### src/rtl/pkt_frame_tracker.sv
// pkt_frame_tracker
//   Tracks head/tail framing on CHANNELS independent beat streams. Each
//   channel runs its own small FSM (IDLE, HEAD, DATA, TAIL, ERR). The FSM
//   counts beats, reports completed packets and their length, and flags
//   framing errors: stray tail, nested head and overlength.
//
// Handshake: there is no backpressure. A beat on channel i is taken in any
//   cycle where valid[i] is high. head[i] and tail[i] are markers that only
//   mean something while valid[i] is high.
//
// Ports
//   clk       : single clock, all state changes on its rising edge
//   reset     : asynchronous, active-high reset of every channel
//   clear     : synchronous clear of every channel (state, counters, length)
//   valid     : [CHANNELS]        per-channel beat valid
//   head      : [CHANNELS]        per-channel first-beat marker
//   tail      : [CHANNELS]        per-channel last-beat marker
//   state     : [3*CHANNELS]      per-channel registered FSM state
//                                 (IDLE=0 HEAD=1 DATA=2 TAIL=3 ERR=4)
//   pkt_done  : [CHANNELS]        high while a channel sits in TAIL
//   err       : [CHANNELS]        high in the first cycle a channel sits in ERR
//   last_len  : [LEN_W*CHANNELS]  beat count of the last good packet
//   pkt_cnt   : [CNT_W*CHANNELS]  saturating count of good packets
module pkt_frame_tracker #(
    parameter int CHANNELS    = 2,
    parameter int LEN_W       = 4,
    parameter int MAX_BEATS   = 8,
    parameter int CNT_W       = 8,
    parameter int SINGLE_BEAT = 0
) (
    input  logic                      clk,
    input  logic                      reset,
    input  logic                      clear,
    input  logic [CHANNELS-1:0]       valid,
    input  logic [CHANNELS-1:0]       head,
    input  logic [CHANNELS-1:0]       tail,
    output logic [3*CHANNELS-1:0]     state,
    output logic [CHANNELS-1:0]       pkt_done,
    output logic [CHANNELS-1:0]       err,
    output logic [LEN_W*CHANNELS-1:0] last_len,
    output logic [CNT_W*CHANNELS-1:0] pkt_cnt
);

    typedef enum logic [2:0] {
        S_IDLE = 3'd0,
        S_HEAD = 3'd1,
        S_DATA = 3'd2,
        S_TAIL = 3'd3,
        S_ERR  = 3'd4
    } state_t;

    localparam logic             SB      = (SINGLE_BEAT != 0);
    localparam logic [LEN_W-1:0] MAX_LEN = LEN_W'(MAX_BEATS);
    localparam logic [CNT_W-1:0] CNT_MAX = {CNT_W{1'b1}};

    for (genvar g = 0; g < CHANNELS; g++) begin : g_ch
        state_t           cur_q;
        state_t           nxt;
        logic [LEN_W-1:0] beat_q;
        logic [LEN_W-1:0] beat_nxt;
        logic [LEN_W-1:0] beat_inc;
        logic [LEN_W-1:0] len_q;
        logic [LEN_W-1:0] done_len;
        logic [CNT_W-1:0] cnt_q;
        logic             done;
        logic             was_err_q;
        logic             v;
        logic             h;
        logic             t;

        assign v        = valid[g];
        assign h        = head[g];
        assign t        = tail[g];
        assign beat_inc = beat_q + LEN_W'(1);

        // done marks an entry into TAIL, the only place a packet counts
        // as good. done_len is the length recorded with it.
        always_comb begin
            nxt      = cur_q;
            beat_nxt = beat_q;
            done     = 1'b0;
            done_len = '0;
            case (cur_q)
                // TAIL behaves like IDLE, so a new head can follow a tail
                // with no gap cycle.
                S_IDLE, S_TAIL: begin
                    if (v && h && t && SB) begin
                        nxt      = S_TAIL;
                        done     = 1'b1;
                        done_len = LEN_W'(1);
                    end else if (v && h) begin
                        nxt      = S_HEAD;
                        beat_nxt = LEN_W'(1);
                    end else if (v && t) begin
                        nxt = S_ERR;
                    end else begin
                        nxt = S_IDLE;
                    end
                end
                S_HEAD, S_DATA: begin
                    if (!v) begin
                        nxt = S_DATA;
                    end else if (h) begin
                        // A nested head wins over a tail on the same beat.
                        nxt = S_ERR;
                    end else if (t) begin
                        nxt      = S_TAIL;
                        done     = 1'b1;
                        done_len = beat_inc;
                    end else if (beat_inc == MAX_LEN) begin
                        // The beat that would reach MAX_BEATS without
                        // closing the packet makes it overlength.
                        nxt = S_ERR;
                    end else begin
                        nxt      = S_DATA;
                        beat_nxt = beat_inc;
                    end
                end
                S_ERR: begin
                    if (v && h) begin
                        if (t && SB) begin
                            nxt      = S_TAIL;
                            done     = 1'b1;
                            done_len = LEN_W'(1);
                        end else begin
                            nxt      = S_HEAD;
                            beat_nxt = LEN_W'(1);
                        end
                    end else begin
                        nxt = S_ERR;
                    end
                end
                default: nxt = S_IDLE;
            endcase
        end

        always_ff @(posedge clk or posedge reset) begin
            if (reset) begin
                cur_q     <= S_IDLE;
                beat_q    <= '0;
                len_q     <= '0;
                cnt_q     <= '0;
                was_err_q <= 1'b0;
            end else if (clear) begin
                cur_q     <= S_IDLE;
                beat_q    <= '0;
                len_q     <= '0;
                cnt_q     <= '0;
                was_err_q <= 1'b0;
            end else begin
                cur_q     <= nxt;
                beat_q    <= beat_nxt;
                was_err_q <= (cur_q == S_ERR);
                if (done) begin
                    len_q <= done_len;
                    if (cnt_q != CNT_MAX) begin
                        cnt_q <= cnt_q + CNT_W'(1);
                    end
                end
            end
        end

        // All outputs are decodes of flops. err compares the current state
        // with the registered "was in ERR" flag, so it stays high for only
        // the first ERR cycle.
        assign state[3*g +: 3]         = cur_q;
        assign pkt_done[g]             = (cur_q == S_TAIL);
        assign err[g]                  = (cur_q == S_ERR) && !was_err_q;
        assign last_len[LEN_W*g +: LEN_W] = len_q;
        assign pkt_cnt[CNT_W*g +: CNT_W]  = cnt_q;
    end

endmodule

### config.mk
export PLATFORM = sky130hd
export DESIGN_NAME = pkt_frame_tracker
export DESIGN_NICKNAME = d
export VERILOG_FILES = /design/src/rtl/pkt_frame_tracker.sv
export SDC_FILE = /design/constraint.sdc
export NUM_CORES = 1
export LEC_CHECK = 0
export BUFFER_PORTS_ARGS = -buffer_cell sky130_fd_sc_hd__buf_2
export CAP_MARGIN = 40
export CORE_ASPECT_RATIO = 2
export CORE_UTILIZATION = 50
export CTS_BUF_LIST = sky130_fd_sc_hd__clkbuf_8 sky130_fd_sc_hd__clkbuf_16
export CTS_CLUSTER_SIZE = 30
export DETAILED_ROUTE_END_ITERATION = 6
export PLACE_DENSITY = 0.74
export SLEW_MARGIN = 40
export SYNTH_ARGS = -nofsm -noshare
export SYNTH_HDL_FRONTEND = slang
export SYNTH_SLANG_ARGS = --single-unit
### constraint.sdc
create_clock -name clk -period 2.3 [get_ports clk]
set_clock_uncertainty 0.15 [all_clocks]
set_input_delay 0.345 -clock clk [delete_from_list [all_inputs] [get_ports clk]]
set_output_delay 0.345 -clock clk [all_outputs]
set_load 0.03 [all_outputs]
* Yosys cells after proc, flatten, opt, wreduce, memory -nomap -nowiden
Index checks and enable logic that the tools add are counted.
Cells by class: add/sub/neg operators 4, equality and inequality tests 22, muxes and demuxes 60, reduce and logical (&&, ||, !) cells 26
Operators by type and width (count):
- $mux 4 | 24
- $mux 3 | 16
- $mux 8 | 6
- $ne 3x3->1 const B | 8
- $pmux 3 s3 | 2
- $add 8x1->8 const B | 2
- $ne 8x8->1 const B | 2
- $pmux 4 s2 | 2
- $eq 3x2->1 const B | 4
- $reduce_and 6->1 | 2
- $mux 1 | 10
- $add 4x1->4 const B | 2
- $eq 4x4->1 const B | 2
- $reduce_bool 2->1 | 4
- $reduce_or 2->1 | 4
- $eq 3x1->1 const B | 2
- $eq 3x3->1 const B | 2
- $logic_and 1x1->1 | 6
- $logic_not 3->1 | 2
- $ne 3x1->1 const B | 2
- $reduce_bool 3->1 | 2
- $reduce_or 3->1 | 2
- $reduce_and 2->1 | 2
- $logic_not 1->1 | 2
Word-level totals: flip-flop bits (word level) 40, input port bits 9, output and inout bits 34, logic and storage cells 122

* Logic depth before layout (Yosys ltp)
depth after elaboration 8, gate-level depth with buffers 7, mapped depth without buffers 6

* Worst setup path after synthesis
Ideal clock, no wire load.
path kind register to register, start reg g_ch[0].beat_q[0], end reg g_ch[0].beat_q[2], setup time 0.122 ns, arrival time 1.932 ns, required time 2.028 ns, setup slack 0.096 ns, cell stages (with the launch flop) 7, buffers on the path 0, path through dfrtp_1 -> ha_1 -> and3b_1 -> a311o_1 -> a31o_1 -> a221o_1 -> a32o_1
Between the ends: cells in the longest elaborated chain, start to end 7, elaborated cells between the ends (all ways) 10, classes of those cells add/sub (1); eq/ne (2); mux (6); reduce/logical (1)
RTL lines:
- start, declared | line 59 | logic [LEN_W-1:0] beat_q;
- start signal, assigned | line 152 | beat_q <= beat_nxt;
- $add 4x1->4 * | line 74 | assign beat_inc = beat_q + LEN_W'(1);
- $mux 4 | line 110 | end else if (beat_inc == MAX_LEN) begin
- $mux 4 | line 106 | end else if (t) begin
- $mux 4 | line 103 | end else if (h) begin
- $mux 4 | line 101 | if (!v) begin
- $pmux 4 s2 | line 83 | case (cur_q)
- $mux 4 | line 144 | end else if (clear) begin
Every way passes the cells marked *; elsewhere a longest branch is shown, timed or not. The select of a mux whose other input is x is not followed. A chain may end at the register's enable or synchronous reset.

* Final worst setup path
start reg g_ch[0].beat_q[1], end reg g_ch[0].beat_q[2]
Same word-level chain as after synthesis.

==> out/results.ini <==
[sta]
relSlewSlack_pct=62.0
fmax_ghz=0.452
min_period_ps=2210
setup_tns_ps=0
slew_violations=0
post-route-period-util_pct=96.3
hold_viol=0
tightest_slew_ps=566
setup_violations=0
rsz0062_at_grt=no

[clocking]
cts_buffers=5
cts_max_path_buffers=2
cts_root_buffer=clkbuf_8
clk_latency_ps=300
path_clk_slew_ps=80
htreeDepth=2
cts_tree=built
post-cts-setup-buffers=0
ctsResizeCount=0
cts.sinks=40
postCtsHoldBufs=1

[setup_path]
cp_max_fo=4
endpoint_kind=flop
crit_arrival_ps=2240
startpoint_type=flop
crit_type=reg -> reg
required_ps=2330

[final_layout]
final_common_cell=buf_2
fin_nets=309
post_route_cells_drive_above_1_share_pct=22.4
syn_to_final_growth_pct=18.2
antenna_cells=0
instances_no_fill=348
mostFrequentLayoutCells=buf_2, dfrtp_1, nor2_1
final_core_util_pct=62.4

[grt]
grt_pass1_vias=1884
grt_antenna_before_repair=0
grt_use_met1_pct=23.7
use_met2_pct=42.3
grt_max_degree=24
grt_pass1_wl_mm=8.59
grt-busiest-layer=met2
grt_overflow=0
grtUsageMet3_pct=3.89
grt_usage_pct=23.1

[power_and_ir_drop]
p_leak_nw=1.33
powerDensity_nw_per_um2=602
peakVddDrop_v=0.000677

[yosys]
synthMuxAreaShare_pct=3.14
yosysWarnings=0
synth-edff-count=0
synth.yosys.seq_area_share_pct=43.3
syn_area_um2=2310
synthXorXnorAreaFrac_pct=7.14
synth-async-reset-ratio_pct=100
dominantRegCellSynth=dfrtp_1
synth_nets=260
synthDistinctLibCells=59
synth-simple-area-share_pct=25.1
synth_top_family_by_area=simple AND/OR/NAND/NOR gates
synth.largest_area_cell=dfrtp_1
synth_top_area_share_pct=43.3
syn_inst=245
synth_area_leaders=dfrtp_1, nor2_1, xor2_1, nand2_1, ha_1
synth_area_per_cell_um2=9.44
synthAdderAreaFrac_pct=3.25
synth-compound-area-share_pct=14.2
ys_ff_latch=40

[floorplanning]
core-area_um2=4380
die_h_um=98.2
num_rows=34
start_util_pct=52.8
dieArea_um2=4920
ios=43
die_w_um=50.1

[placement]
dp.cells=340
post-dp-hpwl_mm=3.87
gp_congestion=0.815
port-buffer-count=42

[min_path]
hold_class=in -> reg

[routing]
antenna_left=0
drt-total-wl_mm=5.14
vias=1957
drc=0
dr.pass1.iters=4
viasPerCell=5.62
first_iter_violations=45
post_drt_wl_per_cell_um=14.8

[run_status]
status=finished clean

[job]
max_cap_violations=0

## cells by family after synthesis
logic type | count (synthesis)
multiplexers | 7
flip-flops | 40
AO/OA/AOI/OAI | 49
AND/OR/NAND/NOR | 107
buffers and inverters | 18
XOR/XNOR | 18
adder cells (fa/ha/maj) | 6
## final timing paths
| path | start | to | slack [ps] | cells after the start |
|---|---|---|---|---|
| worst max-delay path | g_ch[0].beat_q[1] | g_ch[0].beat_q[2] | 90 | 6 |
| max in group asynchronous | reset | g_ch[0].cur_q[2] | 880 | 4 |
| worst min register to register | g_ch[0].len_q[3] | g_ch[0].len_q[3] | 350 | 2 |
| worst max register to register | g_ch[0].beat_q[1] | g_ch[0].beat_q[2] | 90 | 6 |
| worst min-delay path | valid[1] | g_ch[1].cur_q[1] | 170 | 2 |
| min in group asynchronous | reset | g_ch[1].cnt_q[3] | 480 | 3 |
## report_power, final
part	switching [mW]	internal [mW]	total, mW
registers	0.0301	0.724	0.754
logic	0.139	0.0740	0.213
clock network	0.251	0.427	0.678
total	0.420	1.23	1.65
## sequential cells by signal, indices dropped and copies added (netlist names)
register / cells
g_ch.cur_q: 6
g_ch.len_q: 8
g_ch.beat_q: 8
g_ch.cnt_q: 16
g_ch.was_err_q: 2
## stage by stage
step                      instance area, µm²  setup WS (ps)  hold WS, ps  total power, mW
final                                   2730           85.5          169             1.65
after global routing                    2730           7.14          191             1.70
after CTS                               2730           77.4          163             1.66
after detailed placement                2590            110          283            0.982
after global placement                  2590            155          261            0.977
after floorplan                         2310           95.9          296            0.911
## Yosys cell counts, types with 2 or more instances
library cell and number:
a22o_1 2, a31oi_1 3, dfrtp_1 40, nand2_1 21, nor2b_1 3, o211ai_1 2, ha_1 6, nand3b_1 4
xnor2_1 6, o21ai_0 5, a211oi_1 3, buf_4 2, and4_1 3, nand4_1 8, inv_1 9, nor2_1 35
o21ai_1 5, a22oi_1 2, o31ai_1 2, nor3_1 3, and3_1 3, a21oi_1 13, clkbuf_1 4, and2_1 2
mux2_1 2, or2_1 2, or3_1 3, mux2i_1 5, nand3_1 7, xor2_1 11
## area by class of cell
cell class,count,area [µm²]
fillers,411,1650
inverters,9,33.8
repair buffers,51,280
flip-flops and latches,40,1000
clock buffers,5,68.8
well taps,54,67.6
clock inverters,2,60.1
multi-input cells,187,1220
## layer usage
metal / vias to the layer above / wire (µm)
li1: 971 / -
met1: 932 / 1950
met2: 40 / 2860
met3: 14 / 129
met4: 0 / 202
met5: - / 0
## worst max-delay path: stages (launching register included)
cell and delay (ps):
dfrtp_1 410, ha_1 200, and3b_1 190, a311o_1 350, a31o_1 230, a221o_1 360, a32o_1 200
Power figures use the tool's default switching activity.
